## config.mk

```make
export PLATFORM = sky130hd
export DESIGN_NAME = gray_ptr_sync
export DESIGN_NICKNAME = d
export VERILOG_FILES = /design/src/rtl/gray_ptr_sync.sv
export SDC_FILE = /design/constraint.sdc
export NUM_CORES = 1
export LEC_CHECK = 0
export ABC_CLOCK_PERIOD_IN_PS = 2200
export CORE_AREA = 2 2 39 41
export DETAILED_ROUTE_END_ITERATION = 7
export DIE_AREA = 0 0 41 43
export PLACE_DENSITY_LB_ADDON = 0.15
export REMOVE_ABC_BUFFERS = 1
export SETUP_SLACK_MARGIN = 0.05
export SYNTH_ARGS = -nofsm -noshare
export SYNTH_HDL_FRONTEND = slang
export SYNTH_SLANG_ARGS = --single-unit
```

## constraint.sdc

```tcl
create_clock -name clk_in -period 2.2 [get_ports clk_in]
set_input_delay 0.55 -clock clk_in [delete_from_list [all_inputs] [get_ports clk_in]]
set_output_delay 0.55 -clock clk_in [all_outputs]
set_load 0.01 [all_outputs]
```

## src/rtl/gray_ptr_sync.sv

```systemverilog
// gray_ptr_sync: multi-stage Gray pointer synchroniser with binary decode, change/stable flags.
// Optional Gray-integrity checker enabled by defining GRAY_PTR_SYNC_CHK_EN.
module gray_ptr_sync #(
    parameter int WIDTH         = 4,
    parameter int STAGES        = 2,
    parameter int STABLE_CYCLES = 3
) (
    input  logic             clk_in,
    input  logic             rst_n,
    input  logic [WIDTH-1:0] ptr_gray_in,
    input  logic             err_clr,
    output logic [WIDTH-1:0] ptr_gray_out,
    output logic [WIDTH-1:0] ptr_bin_out,
    output logic             ptr_changed,
    output logic             ptr_stable,
    output logic             ptr_err
);
    localparam int CW = $clog2(STABLE_CYCLES + 1);
    localparam logic [CW-1:0] CMAX = CW'(STABLE_CYCLES);
    if (STAGES < 2) begin : g_bad_stages
        $error("gray_ptr_sync: STAGES must be >= 2");
    end
    logic [WIDTH-1:0] sync [STAGES];
    logic [WIDTH-1:0] prev;
    logic [CW-1:0]    cnt;
    always_ff @(posedge clk_in) begin
        if (!rst_n) begin
            for (int k = 0; k < STAGES; k++) sync[k] <= '0;
            prev <= '0;
            cnt  <= '0;
        end else begin
            sync[0] <= ptr_gray_in;
            for (int k = 1; k < STAGES; k++) sync[k] <= sync[k-1];
            prev <= ptr_gray_out;
            cnt  <= ptr_changed ? '0 : (cnt < CMAX ? cnt + CW'(1) : cnt);
        end
    end
    assign ptr_gray_out = sync[STAGES-1];
    assign ptr_changed  = ptr_gray_out != prev;
    assign ptr_stable   = (cnt == CMAX) && !ptr_changed;
    always_comb begin
        ptr_bin_out = '0;
        for (int i = 0; i < WIDTH; i++) ptr_bin_out[i] = ^(ptr_gray_out >> i);
    end
`ifdef GRAY_PTR_SYNC_CHK_EN
    logic viol;
    assign viol = $countones(ptr_gray_out ^ prev) > 1;
    // A fresh violation outranks a coincident clear.
    always_ff @(posedge clk_in) begin
        if (!rst_n) ptr_err <= 1'b0;
        else if (viol) ptr_err <= 1'b1;
        else if (err_clr) ptr_err <= 1'b0;
    end
`else
    logic unused_err_clr;
    assign unused_err_clr = err_clr;
    assign ptr_err = 1'b0;
`endif
endmodule

```

==> impl_metrics.toml <==
[outcome]
status = "complete, no violations"

[yosys]
synth_flop_cell = "dfxtp_1"
synth_top_family_by_area = "simple AND/OR/NAND/NOR gates"
synth_compound_area_share_pct = 0
synth_edf_count = 0
synthMuxAreaShare_pct = 1.89
async_reset_ff_share_pct = 0
synth_top_area_share_pct = 52.8
synth-simple-area-share_pct = 19.1
synth.cell_area_sq_um = 531
syn_avg_cell_area_sq_um = 10.6
netlist_instances = 50
synth.most_common_cell = "dfxtp_1"
ys_ff_latch = 14
yosys-top-cells-count = "14 x dfxtp_1, 11 x and2_1, 6 x buf_4"
synth_largest_area_cell = "dfxtp_1"
synth_xor_area_share_pct = 13.2
synth_adder_area_share_pct = 2.36
yosys-top-cells-area = "dfxtp_1 53%, and2_1 13%, buf_4 8.5%, xnor2_1 8.3%, xor2_1 5.0%"
yosysUniqueCellTypes = 15
ys_warn_count = 0
ys_seq_area_share_pct = 52.8

[global_route]
grt_max_degree = 15
grt_pass1_wl_mm = 1.12
grt-ovfl-total = 0
grt_pass1_vias = 312
grt_antenna_before_repair = 0
grtUsageTotal_pct = 10.1

[clock_network]
numClockSinks = 14
cts_tree = "built"
cts.clk_slew.worst_paths_ps = 70
clockRootBuffer = "clkbuf_4"
insertion_delay_ps = 260
hold_buffers = 0
htree_levels = 1
cts.path.max_buffers = 2
cts_buffers = 3

[route]
routed_wl_um = 676
vias = 348
drt_iter0_drc = 0
vias_per_cell = 4.24
dr.pass1.iters = 1
wire_per_inst_um = 8.24
drtAntennaViolNets = 0
drc_errors = 0

[floorplanning]
rows = 14
start_util_pct = 38.3
core_sq_um = 1380
die_area_sq_um = 1760
die_w_um = 41
pin_count = 18
die_h_um = 43

[setup_path]
rrSetupSlack_ps = 1050
slowest_delay_ps = 370
cpMaxStageDelayCell = "dfxtp_1"
rr_worst_depth = 5
crit_path_frequent_cell = "xor2_1"
cp.arrival_ps = 1540
path_class = "register to primary output"
start_kind = "register"
end_kind = "primary output"
required_ps = 1650
worstPathMaxFanout = 2
cp_cell_sequence = "xor2_2 -> xor2_1 -> buf_4 -> xor2_1 -> dlygate4sd2_1"

[sta]
period_needed_ps = 2090
final.setup.tns_ps = 0
whs_ps = 436
clock_skew_ps = 0.466
hold_viol_final = 0
fmax_ghz = 0.478
finalSetupViolCount = 0
rsz0062_at_grt = "yes"
slew_viol_final = 0
fin_crit_sh_pct = 95.1
setup_slack_ps = 108

[power]
pwr-share-seq_pct = 56.3
power_leakage_uw = 0.000316
power.density_nw_per_um2 = 671
pwr-share-clk_pct = 27.4
p_int_uw = 378
swShare_pct = 21.7
combPwrFrac_pct = 16.3
ir_drop_v = 0.000344
p_switching_uw = 105

[placement]
dpl_cell_area_sq_um = 667
gp_congestion = 0.572
place_ws_ps = 137
port_buffers = 15

[final_layout]
regArea_sq_um = 282
drive_gt1_share_pct = 16.7
multi_input_area_sq_um = 205
area_delta_synth_final_pct = 35.6
postLayoutCellArea_sq_um = 719
fill_cells = 131
diodes = 0
fin_nets = 76

[min_path]
hold_class = "register to register"
hold_depth = 1

[flow_run]
max_cap_violations = 0
registers in the layout, indices dropped and copies added, names as in the netlist:
| signal | count |
|---|---|
| cnt | 2 |
| prev | 4 |
| sync | 8 |
per-stage QoR:
stage,total power [uW],util (%),std cells
finish,483,52.0,82
CTS,492,51.3,81
floorplan,310,-,43
global placement,351,48.2,76
detailed placement,353,48.2,76
global route,512,52.0,82
worst paths after layout:
kind                               from                     to
setup reg to reg  sync[0][7]$_SDFF_PN0_    cnt[1]$_SDFFE_PP0N_
hold reg to reg   sync[0][0]$_SDFF_PN0_  sync[0][4]$_SDFF_PN0_
hold / removal    sync[0][0]$_SDFF_PN0_  sync[0][4]$_SDFF_PN0_
setup / recovery  sync[0][6]$_SDFF_PN0_         ptr_bin_out[0]
repair_timing:
action,in CTS,in global routing
buffers inserted,2,1
pin swaps,3,0
endpoints found under the setup margin,4,2
gates resized for setup,5,1
cells by family (layout without fill, tap and decap cells):
family / Yosys count / count (layout)
simple gates: 17 / 17
flops: 14 / 14
buf+inv: 8 / 24
xor+xnor: 8 / 8
other cells: 1 / 1
mux: 1 / 1
fa+ha+maj: 1 / 1
power groups by stage:
stage	combinational, uW	clock (uW)	sequential, uW
2_1_floorplan	30.8	0	279
3_3_place_gp	73.6	0	277
3_5_place_dp	75.1	0	278
4_1_cts	78.6	141	272
5_1_grt	87.4	151	274
6_report	78.8	132	272
worst max-delay path: cells and delay by family, from the launching register on:
family | cells | cell delay, ps
flops | 1 | 370
buf+inv | 2 | 410
xor+xnor | 3 | 500
placed cells by master (no fill, tap or decap), types with 2 or more instances in the layout:
cell / instances
xor2_1: 2
xnor2_1: 5
dfxtp_1: 13
clkdlybuf4s50_1: 11
clkbuf_4: 3
and2_1: 11
dlygate4sd2_1: 3
buf_4: 5
nor2_1: 2
cell type report:
cell class | count | area share, %
sequential | 14 | 39.1
multi-input combinational | 28 | 28.5
timing repair buffer | 20 | 25.9
clock buffer | 3 | 3.13
tap | 16 | 2.78
inverter | 1 | 0.522
per-layer routing:
layer  vias to the layer above  GRT usage (%)  part of all wire, %
met3                         2           3.14                  7.7
met1                       154           8.72                   40
met5                         -              0                    0
met2                        13           16.3                   50
met4                         0           10.0                  1.5
li1                        179              -                    -
Power figures use the tool's default switching activity.
